### src/rtl/wb_regfile_pkg.sv
// rtl/wb_regfile_pkg.sv - shared write-back constants and result-select encoding
// Purpose: widths, register count, retire-counter width and the ResultSrc
// encoding shared by the write-back stage and the control unit.
// Ports: none (package).
package wb_regfile_pkg;

  localparam int XLEN       = 32;
  localparam int NREG       = 32;
  localparam int CNTW       = 64;
  localparam int REG_ADDR_W = 5;

  typedef enum logic [1:0] {
    RESULT_ALU  = 2'b00,
    RESULT_MEM  = 2'b01,
    RESULT_PC4  = 2'b10,
    RESULT_RSVD = 2'b11
  } result_src_e;

endpackage

### src/rtl/wb_regfile_if.sv
// rtl/wb_regfile_if.sv - W-stage bundle and decode read-port interface
// Purpose: groups the MEM/WB inputs, decode read addresses and the
// register-file outputs so pipeline and write-back stage share one bundle.
// Ports: master = pipeline side (drives W-stage and Rs addresses),
//        slave  = wb_regfile side (drives RD1D/RD2D/ResultW/InstRetW).
interface wb_regfile_if;
  import wb_regfile_pkg::*;

  logic                  RegWriteW;
  logic [1:0]            ResultSrcW;
  logic [XLEN-1:0]       ALUResultW;
  logic [XLEN-1:0]       ReadDataW;
  logic [REG_ADDR_W-1:0] RdW;
  logic [XLEN-1:0]       PCPlus4W;
  logic                  ValidW;
  logic [REG_ADDR_W-1:0] Rs1D;
  logic [REG_ADDR_W-1:0] Rs2D;
  logic [XLEN-1:0]       RD1D;
  logic [XLEN-1:0]       RD2D;
  logic [XLEN-1:0]       ResultW;
  logic [CNTW-1:0]       InstRetW;

  modport master (
    output RegWriteW, ResultSrcW, ALUResultW, ReadDataW, RdW, PCPlus4W,
           ValidW, Rs1D, Rs2D,
    input  RD1D, RD2D, ResultW, InstRetW
  );

  modport slave (
    input  RegWriteW, ResultSrcW, ALUResultW, ReadDataW, RdW, PCPlus4W,
           ValidW, Rs1D, Rs2D,
    output RD1D, RD2D, ResultW, InstRetW
  );

endinterface

### src/rtl/wb_regfile_2r1w.sv
// rtl/wb_regfile_2r1w.sv - 32x32 register file, one write port, two bypassed read ports
// Purpose: storage for x1..x31 (x0 hardwired to zero) with same-cycle
// write-through so decode sees a value in the cycle it is being written.
// Ports: clk, reset (async active-low), we/waddr/wdata (write port),
//        raddr1/rdata1 and raddr2/rdata2 (combinational read ports).
module regfile_2r1w
  import wb_regfile_pkg::*;
(
  input  logic                  clk,
  input  logic                  reset,
  input  logic                  we,
  input  logic [REG_ADDR_W-1:0] waddr,
  input  logic [XLEN-1:0]       wdata,
  input  logic [REG_ADDR_W-1:0] raddr1,
  output logic [XLEN-1:0]       rdata1,
  input  logic [REG_ADDR_W-1:0] raddr2,
  output logic [XLEN-1:0]       rdata2
);

  // x0 has no storage; index 0 is never read or written.
  logic [XLEN-1:0] regs [1:NREG-1];

  always_ff @(posedge clk or negedge reset) begin
    if (!reset) begin
      for (int i = 1; i < NREG; i++) begin
        regs[i] <= '0;
      end
    end else if (we && (waddr != '0)) begin
      regs[waddr] <= wdata;
    end
  end

  // x0 check comes first so a write to x0 can never leak through the bypass.
  always_comb begin
    rdata1 = '0;
    if (raddr1 == '0)                 rdata1 = '0;
    else if (we && (waddr == raddr1)) rdata1 = wdata;
    else                              rdata1 = regs[raddr1];
  end

  always_comb begin
    rdata2 = '0;
    if (raddr2 == '0)                 rdata2 = '0;
    else if (we && (waddr == raddr2)) rdata2 = wdata;
    else                              rdata2 = regs[raddr2];
  end

endmodule

### src/rtl/wb_regfile.sv
// rtl/wb_regfile.sv - write-back stage: result select, register commit, retire count
// Purpose: picks the W-stage result, commits it to the register file,
// serves decode reads with bypass and counts retired instructions.
// Ports: clk, reset (async active-low), bus (wb_regfile_if.slave) carrying
//        the W-stage bundle, decode read addresses and RD1D/RD2D/ResultW/InstRetW.
module wb_regfile
  import wb_regfile_pkg::*;
(
  input  logic         clk,
  input  logic         reset,
  wb_regfile_if.slave  bus
);

  logic [XLEN-1:0] result;
  logic [CNTW-1:0] instret_q;
  logic            commit;

  // Reserved select yields zero so ResultW is never X downstream.
  always_comb begin
    result = '0;
    case (result_src_e'(bus.ResultSrcW))
      RESULT_ALU: result = bus.ALUResultW;
      RESULT_MEM: result = bus.ReadDataW;
      RESULT_PC4: result = bus.PCPlus4W;
      default:    result = '0;
    endcase
  end

  // A bubble (ValidW=0) must neither write nor bypass.
  assign commit = bus.RegWriteW & bus.ValidW;

  regfile_2r1w u_rf (
    .clk    (clk),
    .reset  (reset),
    .we     (commit),
    .waddr  (bus.RdW),
    .wdata  (result),
    .raddr1 (bus.Rs1D),
    .rdata1 (bus.RD1D),
    .raddr2 (bus.Rs2D),
    .rdata2 (bus.RD2D)
  );

  // Every valid W slot retires, whether or not it writes a register.
  always_ff @(posedge clk or negedge reset) begin
    if (!reset)           instret_q <= '0;
    else if (bus.ValidW)  instret_q <= instret_q + CNTW'(1);
  end

  assign bus.ResultW  = result;
  assign bus.InstRetW = instret_q;

endmodule

### src/flat_wrapper.sv
// flat-port wrapper written by rule: the top's interface ports become plain ports
module wb_regfile_flat import wb_regfile_pkg::*;
  (clk, reset, bus_RegWriteW, bus_ResultSrcW, bus_ALUResultW, bus_ReadDataW, bus_RdW, bus_PCPlus4W, bus_ValidW, bus_Rs1D, bus_Rs2D, bus_RD1D, bus_RD2D, bus_ResultW, bus_InstRetW);
  wb_regfile_if bus_i ();
  input  logic clk;
  input  logic reset;
  input wire logic [$bits(bus_i.RegWriteW)-1:0] bus_RegWriteW;
  input wire logic [$bits(bus_i.ResultSrcW)-1:0] bus_ResultSrcW;
  input wire logic [$bits(bus_i.ALUResultW)-1:0] bus_ALUResultW;
  input wire logic [$bits(bus_i.ReadDataW)-1:0] bus_ReadDataW;
  input wire logic [$bits(bus_i.RdW)-1:0] bus_RdW;
  input wire logic [$bits(bus_i.PCPlus4W)-1:0] bus_PCPlus4W;
  input wire logic [$bits(bus_i.ValidW)-1:0] bus_ValidW;
  input wire logic [$bits(bus_i.Rs1D)-1:0] bus_Rs1D;
  input wire logic [$bits(bus_i.Rs2D)-1:0] bus_Rs2D;
  output wire logic [$bits(bus_i.RD1D)-1:0] bus_RD1D;
  output wire logic [$bits(bus_i.RD2D)-1:0] bus_RD2D;
  output wire logic [$bits(bus_i.ResultW)-1:0] bus_ResultW;
  output wire logic [$bits(bus_i.InstRetW)-1:0] bus_InstRetW;
  assign bus_i.RegWriteW = bus_RegWriteW;
  assign bus_i.ResultSrcW = bus_ResultSrcW;
  assign bus_i.ALUResultW = bus_ALUResultW;
  assign bus_i.ReadDataW = bus_ReadDataW;
  assign bus_i.RdW = bus_RdW;
  assign bus_i.PCPlus4W = bus_PCPlus4W;
  assign bus_i.ValidW = bus_ValidW;
  assign bus_i.Rs1D = bus_Rs1D;
  assign bus_i.Rs2D = bus_Rs2D;
  assign bus_RD1D = bus_i.RD1D;
  assign bus_RD2D = bus_i.RD2D;
  assign bus_ResultW = bus_i.ResultW;
  assign bus_InstRetW = bus_i.InstRetW;
  wb_regfile u_core (.clk(clk), .reset(reset), .bus(bus_i));
endmodule
### config.mk
export PLATFORM = sky130hd
export DESIGN_NAME = wb_regfile_flat
export DESIGN_NICKNAME = d
export VERILOG_FILES = /design/src/rtl/wb_regfile_pkg.sv /design/src/rtl/wb_regfile_if.sv /design/src/rtl/wb_regfile_2r1w.sv /design/src/rtl/wb_regfile.sv /design/src/flat_wrapper.sv
export SDC_FILE = /design/constraint.sdc
export NUM_CORES = 2
export LEC_CHECK = 0
export ABC_CLOCK_PERIOD_IN_PS = 3250
export BUFFER_PORTS_ARGS = -buffer_cell sky130_fd_sc_hd__buf_2
export CORE_ASPECT_RATIO = 0.75
export CORE_MARGIN = 2
export CORE_UTILIZATION = 30
export CTS_CLUSTER_DIAMETER = 120
export DETAILED_ROUTE_END_ITERATION = 16
export SLEW_MARGIN = 20
export SYNTH_ARGS = -nofsm -noshare
export SYNTH_HDL_FRONTEND = slang
export SYNTH_SLANG_ARGS = --single-unit
export TNS_END_PERCENT = 30
### constraint.sdc
create_clock -name clk -period 3.25 [get_ports clk]
set_input_delay 0 -clock clk [delete_from_list [all_inputs] [get_ports clk]]
set_output_delay 0 -clock clk [all_outputs]
set_load 0.1 [all_outputs]
After elaboration in Yosys (flattened, before gate mapping):

Cells that the tools add are included.

* add/sub/neg operators: 1
* order comparisons: 4
* equal/unequal tests: 4
* mux-type cells: 14
* bitwise operators: 4
* reductions and logical operators: 8

Operators by type and width (number)
* $bwmux 992: 1
* $bmux 32 s5: 2
* $mux 32: 9
* $demux 32 s5: 1
* $pmux 32 s3: 1
* $add 64x1->64 const B: 1
* $ge 6x6->1 const B: 3
* $not 5->6: 3
* $eq 5x5->1: 2
* $logic_not 5->1: 2
* $lt 6x1->1 const B: 1
* $reduce_bool 5->1: 1
* $logic_and 1x1->1: 4
* $eq 2x1->1 const B: 1
* $eq 2x2->1 const B: 1
* $logic_not 2->1: 1
* $and 1x1->1: 1

* register bits: 1056
* output and inout bits: 160
* word-level logic and storage cells: 67

Depth between registers and ports, before layout:

* depth in word-level cells: 6
* depth in mapped cells: 10
* gate-level depth less buffers: 6

Hierarchy:

From an unflattened synthesis, not the netlist that was laid out.

* cell total of the unflattened synthesis: 4111
* area, all modules: 57843.0 um^2

Modules (own cells, without submodules)
* regfile_2r1w: instances 1, cells each 3731, area each 54139.4 um^2, seq. area each 24823.8 um^2
* wb_regfile: instances 1, cells each 380, area each 3703.6 um^2, seq. area each 1601.5 um^2

Worst setup path before layout:

Ideal clock, no wire load.

* kind: input -> output
* start point: input bus_ResultSrcW[0]
* end point: output bus_RD2D[10]
* arrival: 3.324 ns
* setup slack: -0.074 ns
* stages: 8
* buffers on the path: 3
* cell sequence: clkbuf_1 > nor2b_1 > clkbuf_1 > clkbuf_1 > a21oi_1 > inv_1 > o21ai_0 > a31oi_1

* cells in the longest elaborated chain, start to end: 4
* elaborated cells between the ends (all ways): 6
* classes of those cells: eq/ne (2); mux (3); reduce/logical (1)

RTL lines
* start: declaration: RTL line flat_wrapper.sv:8 `input wire logic [$bits(bus_i.ResultSrcW)-1:0] bus_ResultSrcW;`
* $eq 2x2->1, or another cell as far along: RTL line wb_regfile.sv:21 `case (result_src_e'(bus.ResultSrcW))`
* $pmux 32 s3 *: RTL line wb_regfile.sv:21
* via bus_ResultW[10]: RTL line flat_wrapper.sv:18 `output wire logic [$bits(bus_i.ResultW)-1:0] bus_ResultW;`
* $mux 32 *: RTL line wb_regfile_2r1w.sv:44 `else if (we && (waddr == raddr2)) rdata2 = wdata;`
* $mux 32 *: RTL line wb_regfile_2r1w.sv:43 `if (raddr2 == '0) rdata2 = '0;`
* end: declaration: RTL line flat_wrapper.sv:17 `output wire logic [$bits(bus_i.RD2D)-1:0] bus_RD2D;`

Mark *: on every way through the listed nets, which the timed path passes. The rest lies on a longest branch.

Final worst setup path:

* start point: input bus_ValidW
* end point: output bus_RD1D[19]

* cells in the longest elaborated chain, start to end: 4

RTL lines
* start: declaration: RTL line flat_wrapper.sv:13 `input wire logic [$bits(bus_i.ValidW)-1:0] bus_ValidW;`
* $and 1x1->1: RTL line wb_regfile.sv:30 `assign commit = bus.RegWriteW & bus.ValidW;`
* $logic_and 1x1->1: RTL line wb_regfile_2r1w.sv:37 `else if (we && (waddr == raddr1)) rdata1 = wdata;`
* $mux 32: RTL line wb_regfile_2r1w.sv:37
* $mux 32: RTL line wb_regfile_2r1w.sv:36 `if (raddr1 == '0) rdata1 = '0;`
* end: declaration: RTL line flat_wrapper.sv:16 `output wire logic [$bits(bus_i.RD1D)-1:0] bus_RD1D;`

Every way passes these cells.

==> flow_summary_export.csv <==
group,metric,value,unit
clock_tree,clk_latency,740,ps
drt,totalWireLength,198000,um
timing,final_max_slew_viol_count,0,
global_route,grt_pass1_vias,44140,
clock_tree,cts_sinks,1056,
timing,period_share,98.5,%
outcome,status,"finished clean",
drt,ant_nets,0,
logic_synthesis,ys_types,44,
logic_synthesis,ys_seq_elements,1056,
timing,setup_viol,0,
timing,fmax,0.312,GHz
final_layout,area_delta_synth_final,18.8,%
global_route,grt_pass1_wl,296000,um
global_route,grt_overflow_total,0,
placement,port-buffer-count,276,
min_path,min_path_type,"primary input to register",
critical_path,crit_type,"primary input to output pin",
logic_synthesis,syn_area_per_cell,10.5,um2
timing,slew_headroom,23.4,%
critical_path,critPathRequiredTime,3250,ps
timing,setup_tns,0,ps
final_layout,final_common_cell,"dfrtp_1",
clock_tree,htreeDepth,3,
floorplan,io_pins,277,
final_layout,drive_gt1_share,22.9,%
logic_synthesis,async_flop_share,100,%
critical_path,timing.critical_path.to_type,"output pin",
clock_tree,clockBufferDepth,3,
timing,final.setup_skew,29.6,ps
logic_synthesis,yosys_warnings,0,
clock_tree,ctsRootBufferMaster,"clkbuf_16",
clock_tree,postCtsResizedCells,0,
global_route,grt_use_total,20.5,%
timing,hold_viol,0,
logic_synthesis,netlist_instances,5337,
critical_path,arrival,3200,ps
timing,hold_ws,51.1,ps
placement,dpl.hpwl,124000,um
logic_synthesis,syn_nets,5455,
final_layout,final_nets,5558,
logic_synthesis,synth.cell_area,55900,um2
global_route,antenna_found_initial,1,
critical_path,cp_max_fo,26,
critical_path,worstPathCellList,"dlygate4sd3_1 -> buf_2 -> nand2_1 -> or4_1 -> or4_2 -> buf_12 -> o211ai_2 -> buf_12",
final_layout,nFillCells,18238,
logic_synthesis,synth_edf_count,0,
flow_run,drv_cap,0,
global_route,grt_max_degree,105,
timing,fin_crit,3200,ps
floorplan,dieArea,190000,um2
clock_tree,cts_setup_buffers,0,
floorplan,die_x,502,um
drt,wl_per_cell,24.6,um
floorplan,start_util,30.1,%
timing,grt_setup_unrepaired,"no",
floorplan,die_h,378,um
final_layout,final_cells,8037,
pwr,leakage,28.6,nW
drt,drcViolationCount,0,
pwr,powerDensity,609,nW/um2
drt,num_vias,44900,
logic_synthesis,synth-main-ff-cell,"dfrtp_1",
logic_synthesis,synth_top_area_cell,"dfrtp_1",
timing,worst_pin_slew,1150,ps
placement,dp_slack,491,ps
critical_path,crit_path_frequent_cell,"buf_12",
logic_synthesis,yosysTopAreaCellShare,47.3,%
drt,drt_iter0_markers,4676,
clock_tree,cts_tree,"built",
logic_synthesis,ys_seq_area_share,47.3,%
clock_tree,clk_pin_slew,70,ps
logic_synthesis,ys_top_cells_by_area,"dfrtp_1 (47%), mux4_2 (14%), a21oi_1 (5.7%)",
placement,place.gp.congestion,0.925,
critical_path,reg2reg_from,"u_core.bus.InstRetW[0]",
critical_path,crit_slowest_cell,"or4_2",
critical_path,worstSetupStartpointType,"primary input",
drt,vias_per_cell,5.59,
pwr,vdd.ir_drop.worst,0.476,mV
final_layout,final_cell_mix,"dfrtp_1 (1056), nor2_1 (655), a21oi_1 (609)",
drt,first_pass_iters,8,
floorplan,num_rows,137,
critical_path,crit_start,"bus_ValidW",
min_path,min_from,"bus_RdW[2]",
critical_path,slowest_delay,830,ps
placement,dpl.cell_count,7776,
clock_tree,cts_buffers,114,
floorplan,core,185000,um2
timing,finalWorstSetupSlack,49.5,ps
==> synthesized netlist by cell type (8+ instances only) <==
library cell and count:
a21oi_1 642, a221oi_1 93, a22o_1 62, a22oi_1 34
a31oi_1 32, and3_1 9, and4_1 8, buf_1 29
buf_2 73, clkbuf_1 436, dfrtp_1 1056, inv_1 38
mux2_2 127, mux2i_1 257, mux4_2 354, nand2_1 484
nand3_1 57, nand3b_1 38, nand4_1 18, nor2_1 673
nor2b_1 38, nor3_1 53, nor3b_1 37, nor4_1 8
o211ai_1 34, o211ai_2 30, o21ai_0 447, o22ai_1 31
o31ai_1 31, xnor2_1 38, xor2_1 35
==> layout make-up <==
| type | count | area (um2) | share of cell area [%] |
|---|---|---|---|
| flip-flops and latches | 1056 | 26400 | 39.8 |
| inverters | 38 | 143 | 0.215 |
| diodes | 1 | 2.50 | 0.00377 |
| repair buffers | 534 | 5160 | 7.77 |
| multi-input cells | 3696 | 27600 | 41.5 |
| well taps | 2502 | 3130 | 4.71 |
| clock inverters | 41 | 599 | 0.903 |
| clock buffers | 169 | 3360 | 5.06 |
==> kinds of logic after synthesis <==
logic type                 after synthesis  synth area share (%)
and+or+nand+nor                       1446                  11.0
AOI/OAI and AO/OA                     1438                  14.9
DFF                                   1056                  47.3
muxes                                  738                  21.4
buffers and inverters                  585                  4.19
xor gates and xnor gates                73                  1.14
adders and majority gates                1                0.0224
==> layer usage <==
layer / up-vias / GRT usage [%] / wire (um)
met4: 2 / 9.72 / 9680
met2: 2060 / 32.1 / 91300
met5: - / 0 / 11
met3: 444 / 4.01 / 15900
met1: 22872 / 27.2 / 80700
li1: 19522 / - / -
==> flip-flops by register name, summed over array words and instances (netlist names) <==
signal and count:
u_core.bus.InstRetW 64, u_core.u_rf.regs 992
==> worst paths after layout <==
kind,endpoint,slack [ps],cells past startpoint
worst max-delay path,bus_RD1D[19],50,8
worst min-delay path,u_core.u_rf.regs[21],50,5
min in group asynchronous,u_core.u_rf.regs[314],420,3
worst min register to register,u_core.bus.InstRetW[63],480,1
max in group asynchronous,u_core.u_rf.regs[457],1780,4
worst max register to register,u_core.bus.InstRetW[44],650,6
==> timing repair <==
action                                   CTS  global route
hold buffers                              50             0
endpoints found under the hold margin   1604             0
endpoints found under the setup margin     0             0
==> worst max-delay path: cells and delay by family <==
family	cells	cell delay (ps)
AND/OR/NAND/NOR	3	1460
buffers and inverters	4	1230
AO/OA/AOI/OAI	1	480
==> through the flow <==
step	total power, mW	area, um2	utilization, %
5_1_grt	42.1	66400	35.8
6_report	40.5	66400	35.8
3_5_place_dp	26.7	61900	33.4
4_1_cts	40.5	66400	35.8
3_3_place_gp	26.3	61900	33.4
2_1_floorplan	23.4	55900	-
==> power breakdown <==
part           total [mW]  switching, mW  internal, mW
clock network        13.8           5.72          8.10
logic                9.74           5.63          4.11
registers            16.9           1.67          15.2
total                40.5           13.0          27.4
Note: power is estimated with default switching activity, not from simulation.
